$ cat src/rtl/shift_arbiter.sv
// Round-robin arbiter sharing one 16-bit shifter between two requesters; accept->resp_valid 2 cycles.
// Requests are blocked (ready low) from accept until the response handshake; the response is held until resp_ready.
module shift_arbiter (
    input  logic        clk,
    input  logic        rst,
    input  logic        req0_valid,
    output logic        req0_ready,
    input  logic [1:0]  req0_opcode,
    input  logic [15:0] req0_a,
    input  logic [3:0]  req0_amt,
    input  logic        req1_valid,
    output logic        req1_ready,
    input  logic [1:0]  req1_opcode,
    input  logic [15:0] req1_a,
    input  logic [3:0]  req1_amt,
    output logic        resp_valid,
    input  logic        resp_ready,
    output logic        resp_id,
    output logic [15:0] resp_data,
    output logic        busy
);

    typedef enum logic [1:0] {
        IDLE = 2'd0,
        EXEC = 2'd1,
        RESP = 2'd2
    } state_t;

    typedef struct packed {
        logic [1:0]  opcode;
        logic [15:0] a;
        logic [3:0]  amt;
    } op_t;

    localparam logic [1:0] OP_SLL  = 2'b00;
    localparam logic [1:0] OP_SRA  = 2'b01;
    localparam logic [1:0] OP_ROR  = 2'b10;

    state_t      state, state_nxt;
    op_t         op_q;
    logic        id_q;
    logic        last_grant;
    logic [15:0] resp_data_q;

    logic        grant_vld;
    logic        grant_id;
    logic        accept;
    op_t         op_sel;

    logic [15:0] shift_b;
    logic [15:0] shift_out;
    logic [31:0] rot_wide;

    // Contention goes to whoever was not served last; a lone requester always wins.
    always_comb begin
        grant_vld = req0_valid | req1_valid;
        if (req0_valid && req1_valid) begin
            grant_id = ~last_grant;
        end else begin
            grant_id = req1_valid;
        end
    end

    always_comb begin
        state_nxt  = state;
        req0_ready = 1'b0;
        req1_ready = 1'b0;
        accept     = 1'b0;
        case (state)
            IDLE: begin
                if (!rst && grant_vld) begin
                    req0_ready = ~grant_id;
                    req1_ready = grant_id;
                    accept     = 1'b1;
                    state_nxt  = EXEC;
                end
            end
            EXEC: begin
                state_nxt = RESP;
            end
            RESP: begin
                if (resp_ready) begin
                    state_nxt = IDLE;
                end
            end
            default: begin
                state_nxt = IDLE;
            end
        endcase
    end

    always_comb begin
        if (grant_id) begin
            op_sel = '{opcode: req1_opcode, a: req1_a, amt: req1_amt};
        end else begin
            op_sel = '{opcode: req0_opcode, a: req0_a, amt: req0_amt};
        end
    end

    // The single shared shifter, always fed from the latched operands.
    always_comb begin
        shift_b  = {12'd0, op_q.amt};
        rot_wide = {op_q.a, op_q.a} >> shift_b[3:0];
        case (op_q.opcode)
            OP_SLL:  shift_out = op_q.a << shift_b[3:0];
            OP_SRA:  shift_out = $unsigned($signed(op_q.a) >>> shift_b[3:0]);
            OP_ROR:  shift_out = rot_wide[15:0];
            default: shift_out = op_q.a;
        endcase
    end

    always_ff @(posedge clk) begin
        if (rst) begin
            state       <= IDLE;
            op_q        <= '0;
            id_q        <= 1'b0;
            last_grant  <= 1'b1;
            resp_data_q <= 16'h0000;
        end else begin
            state <= state_nxt;
            if (accept) begin
                op_q       <= op_sel;
                id_q       <= grant_id;
                last_grant <= grant_id;
            end
            if (state == EXEC) begin
                resp_data_q <= shift_out;
            end
        end
    end

    assign resp_valid = (state == RESP);
    assign resp_id    = id_q;
    assign resp_data  = resp_data_q;
    assign busy       = (state != IDLE);

endmodule
$ cat config.mk
export PLATFORM = sky130hd
export DESIGN_NAME = shift_arbiter
export DESIGN_NICKNAME = d
export VERILOG_FILES = /design/src/rtl/shift_arbiter.sv
export SDC_FILE = /design/constraint.sdc
export NUM_CORES = 1
export LEC_CHECK = 0
export ABC_AREA = 1
export CAP_MARGIN = 20
export CORE_MARGIN = 3
export CORE_UTILIZATION = 52
export DETAILED_ROUTE_END_ITERATION = 10
export GPL_TIMING_DRIVEN = 0
export PLACE_DENSITY = 0.81
export SYNTH_ARGS = -nofsm -noshare
export SYNTH_HDL_FRONTEND = slang
export SYNTH_SLANG_ARGS = --single-unit
$ cat constraint.sdc
create_clock -name clk -period 2.2 [get_ports clk]
set_clock_uncertainty 0.2 [all_clocks]
set_input_delay 0.44 -clock clk [delete_from_list [all_inputs] [get_ports clk]]
set_output_delay 0.44 -clock clk [all_outputs]
set_load 0.02 [all_outputs]
# Word level (Yosys, flattened, before mapping)
# Cells that the tools add are included.
[totals] ff_bits=42 latch_bits=0 mem_bits_rw=0 mem_bits_ro=0 out_inout_bits=21 memories=0
[op_classes] n_addsub=0 n_mul=0 n_div=0 order_cmp=0 eq_ne=6 n_shift=3 muxes=12 n_bitwise=3 n_reduce_logical=7
[op_table] operator="$pmux 16 s3" count=1
[op_table] operator="$shr 32x4->16" count=1
[op_table] operator="$mux 22" count=1
[op_table] operator="$shl 16x4->16" count=1
[op_table] operator="$sshr 16x4->16" count=1
[op_table] operator="$mux 1" count=7
[op_table] operator="$pmux 2 s3" count=1
[op_table] operator="$eq 2x1->1 const B" count=2
[op_table] operator="$eq 2x2->1 const B" count=2
[op_table] operator="$logic_not 2->1" count=2
[op_table] operator="$mux 2" count=2
[op_table] operator="$logic_and 1x1->1" count=2
[op_table] operator="$ne 2x1->1 const B" count=1
[op_table] operator="$ne 2x2->1 const B" count=1
[op_table] operator="$not 1->1" count=2
[op_table] operator="$reduce_and 2->1" count=1
[op_table] operator="$reduce_bool 2->1" count=1
[op_table] operator="$logic_not 1->1" count=1
[op_table] operator="$or 1x1->1" count=1

# Depth between registers and ports, before layout
# Gate-level depths: netlist of run 1.
[depth] depth_word=5 ltp_mapped=14 ltp_nobuf=13

# Least setup slack after synthesis of run 1
# No wires, ideal clock.
[synth_path] path_type="input port to output port" startpoint="input req1_valid" endpoint="output req1_ready" arrival_ns=1.110 slack_ns=0.450 stages=5 path_cell_list="o21ai_2 -> nor2_4 -> nand2_1 -> inv_2 -> buf_2"
[synth_via] elab_chain_cells=4
[synth_lines] element="from (decl)" line="11" source="input logic req1_valid,"
[synth_lines] element="$logic_and 1x1->1 or $or 1x1->1 (tied branches)" line="57, 56"
[synth_lines] element="$mux 1 or $logic_and 1x1->1 (tied branches)" line="57, 71"
[synth_lines] element="$mux 1 *" line="71" source="if (!rst && grant_vld) begin"
[synth_lines] element="$mux 1 *" line="69" source="case (state)"
[synth_lines] element="to (decl)" line="12" source="output logic req1_ready,"
# Every way passes the cells marked *; elsewhere a longest branch is shown, timed or not.

# Worst setup path in the final report of run 1
[layout_path] startpoint="register state[0]" endpoint="output req0_ready"
[layout_via] elab_chain_cells=2
[layout_lines] element="from (decl)" line="39" source="state_t state, state_nxt;"
[layout_lines] element="from (signal assigned)" line="120" source="state <= state_nxt;"
[layout_lines] element="$logic_not 2->1" line="69"
[layout_lines] element="$mux 1" line="69"
[layout_lines] element="to (decl)" line="7" source="output logic req0_ready,"
# Every way passes these cells.

==> results of run 1 <==
[metal layers]
layer | track usage [%] | wire [um] | share of wire, % | up-vias
met1 | 42.2 | 4840 | 38 | 1987
met5 | 0 | 0 | 0 | -
met3 | 9.51 | 1530 | 12 | 80
met4 | 18.7 | 803 | 6.3 | 0
met2 | 55.5 | 5590 | 44 | 339
li1 | - | - | - | 2118
[layout by cell type (no fill, tap or decap), types with 11 or more instances in the layout]
| cell | count |
|---|---|
| nand2_1 | 258 |
| nand3_1 | 120 |
| clkdlybuf4s50_1 | 63 |
| dfxtp_1 | 42 |
| a21oi_1 | 36 |
| nor2_1 | 32 |
| inv_1 | 18 |
| a31oi_1 | 17 |
| clkbuf_1 | 13 |
| buf_2 | 11 |
[sequential cells by signal, summed over array words and instances (netlist names)]
register    flops
resp_id         1
resp_data      16
state           2
op_q           22
last_grant      1
[timing repair]
action                                  CTS  global route
setup buffers                             3             1
endpoints found under the setup margin    2             2
pin swaps                                 1             1
resized for setup                        12             3
gates cloned                              0             0
[worst max path at each step]
stage / startpoint / endpoint / slack (ns) / cells after the start
6_report: state[0] / req0_ready / 0.1 / 6
5_1_grt: state[1] / req0_ready / 0.02 / 6
4_1_cts: req1_valid / req0_ready / -0.04 / 6
3_5_place_dp: req1_valid / req0_ready / -0.77 / 7
3_3_place_gp: req1_valid / req0_ready / -0.74 / 7
2_1_floorplan: req1_valid / req1_ready / 0.45 / 5
[per-stage QoR]
step	setup WS, ns	area, um2	util, %
final	0.0997	4220	69.7
after global routing	0.0207	4220	69.7
after floorplan	0.450	3320	-
after detailed placement	-0.771	4090	67.5
after global placement	-0.744	4090	67.5
after CTS	-0.0428	4210	69.4
[area by class of cell]
type	instances	area, um2
plain buffers	31	183
clock buffers	5	68.8
clock inverters	3	25.0
fillers	542	1840
inverters	25	106
multi-input cells	494	2200
flip-flops and latches	42	841
well taps	75	93.8
repair buffers	72	711
[report_power, final]
part	total (W)	internal (W)	switching, W
Clock	0.000529	0.000229	0.000300
Combinational	0.000899	0.000343	0.000556
Sequential	0.000878	0.000813	0.0000654
[worst register-to-register path: cells and delay by family (launching register included)]
family,cells,cell delay (ns)
AO/OA/AOI/OAI,2,0.50
flip-flops,1,0.56
buffers and inverters,1,0.23
AND/OR/NAND/NOR,5,0.50
[cells by family after synthesis]
group                  Yosys count
and+or+nand+nor                424
buffers and inverters           58
AOI/OAI and AO/OA               70
DFF                             42
[Yosys cell counts, types with 5 or more instances]
cell type,number
clkbuf_1,13
a31oi_1,17
inv_1,18
nor2_1,33
dfxtp_1,42
o21ai_0,8
nand3_1,120
nand2_1,259
buf_2,12
a22oi_1,5
a21oi_1,36
==> impl_results.md, run 1 <==
- Largest family of logic cells by synthesized area: simple AND/OR/NAND/NOR gates
- HPWL Detailed: 9780 um
- Fin cells: 747
- CTS max path bufs: 2
- Worst-Margin Slew: 0.594 ns
- Setup TNS Final: 0 ns
- Post-Syn Area: 3320 um2
- Crit share post-route: 95.5%
- Simple-Gate Fraction of Synth Area: 54.0%
- Yosys cell types: 26
- Crit path cell chain: nor2_2 > o21ai_4 > nor2_4 > nand2_1 > inv_4 > clkdlybuf4s15_2
- H-tree levels: 2
- Synth-to-layout area growth: 27.3%
- GRT Overall Usage: 34.7%
- Power Density: 546 nW/um2
- Yosys synthesis warning count: 0
- Fraction of layout cells with a size suffix above 1: 6.85%
- Top delay family on crit path: simple AND/OR/NAND/NOR gates
- Synth Area in XOR/XNOR: 0%
- Diodes inserted: 0
- Vias per std cell: 6.06
- Die area: 7380 um2
- Vias in the first global route: 4144
- Clk sinks: 42
- Initial Util: 54.7%
- Crit Path Class: register to output port
- Crit path largest cell delay: 0.35 ns
- Hold_ws: 0.270 ns
- Row count: 28
- Fmax: 476 MHz
- Hold-fix buffers, CTS: 0
- Setup crit end kind: output port
- Initial antenna violation count: 0
- WL per Instance: 17.1 um
- Crit-path slowest cell: dfxtp_1
- Bufs and invs on worst path: 2
- # nets final: 720
- WL final: 12800 um
- Max rail drop VDD: 418 uV
- 1st-iter DRT viols: 966
- Arr. time, crit path: 1.46 ns
- First-pass GRT wire length: 20200 um
- Hold path depth: 2
- Sequential share of the synthesized area: 25.3%
- Post-synth top area cell: nand2_1
- Core box area: 6060 um2
- PortBufs: 68
- Pwr Total: 0.00231 W
- Maximum fanout along the worst path: 4
- Leak pwr: 1.97 nW
- CP Launch Type: register
- I/O pin total: 70
- R2r startpoint: op_q[19]
- CTS clk-pin slew, worst paths: 0.09 ns
- Routability cong.: 1.12
- Die Wd: 85.9 um
- R2R Setup Slk: 0.15 ns
- Critical path required time: 1.56 ns
- Die Ht: 85.9 um
- CTS tree: built
- Adder-Cell Fraction of Synth Area: 0%
- Post-Syn Nets: 643
- Hold Path Class: register to register
- Compound-Gate Fraction of Synth Area: 11.8%
- Mapped Cells: 594
- Largest net degree at the start of global routing: 16
- Post-layout min period: 2.10 ns
- Max-slew headroom: 60.4%
- Remaining global-route overflow: 0
- Top-area cell type share of the netlist area: 29.3%
- Worst Min Path Start: resp_data[6]
- Final Max Slew Viols: 0
- Status: completed
- RSZ-0062 raised after global routing: no
- Reg-to-Reg End: resp_data[11]
- # setup viols final: 0
- Routed via count: 4524
- Residual DRC: 0
- MaxCap Viol Count: 0
- Drt pass-1 iters: 7
- Reg2Reg Depth: 8
- Ys async rst share: 0%
- Prevailing post-synth register cell: dfxtp_1
- Synth Register Bits: 42
- Post-synthesis mux area share: 0%
- Worst-skew pair later-pin latency: 0.30 ns
- CTS root buffer: clkbuf_8
- TritonCTS buffer count: 5
- Post-route ant nets: 0
- Fin. Hold Viols: 0
- Synthesized area per cell: 5.59 um2
- Synth top area cells: nand2_1 29%, dfxtp_1 25%, nand3_1 18%
- Placed Cells: 737
- Worst hold path endpoint: resp_data[6]
- EDFF count, synth: 0
(Power assumes the default switching activity.)
==> run 2, diff against run 1 <==
- SLEW_MARGIN: not set -> 20
==> results of run 2 <==
No change in the layout: final DEF, timing and power equal those of run 1.
==> run 3, diff against run 2 <==
- CORE_MARGIN: 3 -> not set
==> run 3 against run 2 <==
Worst setup slack worse by 0.069 ns. Non-clock buffer count shrank 1. Die area fell by 9.1%. Sequential share of layout area is 0.059 points lower. Total power rose by 5.0%. Utilization is 0.61 points higher. Combinational power barely moved. Highest routed layer unchanged.
==> impl_results.md, run 3 (synthesis results as in run 1) <==
- TritonCTS buffer count: 5 (unchanged)
- Core box area: 6030 um2 (-0.58%)
- RSZ-0062 raised after global routing: no
- CTS root buffer: clkbuf_8
- Placed Cells: 737 (unchanged)
- Setup crit end kind: output port
- Worst-Margin Slew: 0.606 ns (+0.0121 ns)
- Worst-skew pair later-pin latency: 0.31 ns (about the same)
- # setup viols final: 0 (unchanged)
- Initial Util: 55.1% (+0.32 points)
- Arr. time, crit path: 1.53 ns (+0.07 ns)
- HPWL Detailed: 9890 um (+1.2%)
- Maximum fanout along the worst path: 7 (+3)
- Remaining global-route overflow: 0 (unchanged)
- Die Ht: 81.9 um (-4.7%)
- Hold-fix buffers, CTS: 0 (unchanged)
- Die Wd: 81.9 um (-4.7%)
- GRT Overall Usage: 40.4% (+5.7 points)
- Reg2Reg Depth: 8 (unchanged)
- Clk sinks: 42 (unchanged)
- Critical path required time: 1.56 ns (about the same)
- Max-slew headroom: 59.6% (-0.81 points)
- H-tree levels: 2 (unchanged)
- Pwr Total: 0.00242 W (+5.0%)
- Row count: 28 (unchanged)
- CTS clk-pin slew, worst paths: 0.09 ns (about the same)
- Sw Share: 38.3% (-1.6 points)
- Final WS setup: 0.0305 ns (-0.0692 ns)
- Synth-to-layout area growth: 27.7%
- Diodes inserted: 0 (unchanged)
- CP Launch Type: register
- # nets final: 719 (-0.14%)
- Routed via count: 4580 (+1.2%)
- Max reg flops: 22 (unchanged)
- Vias per std cell: 6.14 (+1.4%)
- I/O pin total: 70 (unchanged)
- Biggest register: op_q
- NetSw: 0.000928 W (+0.80%)
- Initial antenna violation count: 0 (unchanged)
- Crit Path Class: register to output port
- Status: completed
- Fmax: 461 MHz (-3.2%)
- Reg power frac: 36.3% (-1.8 points)
- Routability cong.: 1.06 (-4.9%)
- Commonest non-fill, non-tap cells in the layout: 258 x nand2_1, 120 x nand3_1, 63 x clkdlybuf4s50_1, 42 x dfxtp_1, 36 x a21oi_1
- CTS tree: built
- Largest net degree at the start of global routing: 15 (-1)
- Fraction of layout cells with a size suffix above 1: 6.71% (-0.14 points)
- Crit share post-route: 98.6% (+3.1 points)
- Post-layout min period: 2.17 ns (+0.0692 ns)
- PortBufs: 68 (unchanged)
- Setup TNS Final: 0 ns (unchanged)
- Vias in the first global route: 4034 (-2.7%)
- Hold path depth: 2 (unchanged)
- CTS max path bufs: 2 (unchanged)
- Leak pwr: 1.97 nW (+0.14%)
- Max rail drop VDD: 441 uV (+5.6%)
- Fillers: 502 (-7.4%)
- Drt pass-1 iters: 5 (-2)
- Residual DRC: 0 (unchanged)
- Clock group share of total power: 26.6% (+3.7 points)
- Fin cells: 746 (-0.13%)
- 1st-iter DRT viols: 748 (-23%)
- Register area: 841 um2 (unchanged)
- Final Max Slew Viols: 0 (unchanged)
- WL final: 13000 um (+1.5%)
- Most common cell after layout, fill and taps aside: nand2_1
- Post-Place Setup Slack: -0.781 ns (-0.0102 ns)
- Die area: 6700 um2 (-9.1%)
- Area used by multi-input combinational logic: 2200 um2 (+0.23%)
- P_int: 0.00149 W (+7.8%)
- WL per Instance: 17.4 um (+1.7%)
- Power Density: 572 nW/um2 (+4.7%)
- Post-route ant nets: 0 (unchanged)
- Hold Path Class: register to register
- Comb pwr share: 37.1% (-1.9 points)
- Fin. Hold Viols: 0 (unchanged)
- First-pass GRT wire length: 20000 um (-0.79%)
- MaxCap Viol Count: 0 (unchanged)
-- run 3: power by group through the flow --
stage,clock (W),sequential [W],combinational (W)
final,0.000643,0.000880,0.000898
after global routing,0.000666,0.000880,0.000972
after CTS,0.000633,0.000872,0.000867
after detailed placement,0,0.000889,0.000857
after global placement,0,0.000887,0.000846
after floorplan,0,0.000885,0.000537
-- run 3: timing repair --
action | 4_1_cts | 5_1_grt
hold endpoints to repair | 0 | 0
endpoints found under the setup margin | 2 | 3
gates resized for setup | 14 | 2
buffers inserted | 3 | 0
pin swaps | 2 | 1
-- run 3: layout make-up --
class	instances	share of cell area, %
plain buffers	31	4.31
clock buffers	5	1.62
clock inverters	3	1.03
inverters	25	2.51
multi-input cells	494	51.9
flip-flops and latches	42	19.8
well taps	75	2.22
repair buffers	71	16.5
-- run 3: worst max-delay path, stage by stage (launching register included) --
cell and delay (ns):
dfxtp_1 0.35, nor2_4 0.15, o21ai_4 0.12, nor2_4 0.15
nand2_1 0.12, inv_4 0.07, clkdlybuf4s15_2 0.25
-- run 3: worst paths after layout --
path	startpoint	to	slack [ns]
worst max-delay path	state[1]	req0_ready	0.03
worst min-delay path	resp_data[1]	resp_data[1]	0.27
worst max register to register	op_q[19]	resp_data[11]	0.04
worst min register to register	resp_data[1]	resp_data[1]	0.27
-- run 3: through the flow --
stage	cell area, um2	util, %	hold slack, ns
final	4240	70.3	0.269
after detailed placement	4090	67.9	0.259
after global placement	4090	67.9	0.246
after CTS	4230	70.2	0.272
after floorplan	3320	-	0.233
after global routing	4240	70.3	0.288
-- run 3: routing by layer --
metal  vias up  wire [um]  track usage, %
li1       2115          -               -
met1      2019       4640            49.4
met2       366       5810            64.5
met3        80       1590            6.67
met4         0        931            27.5
met5         -          0               0
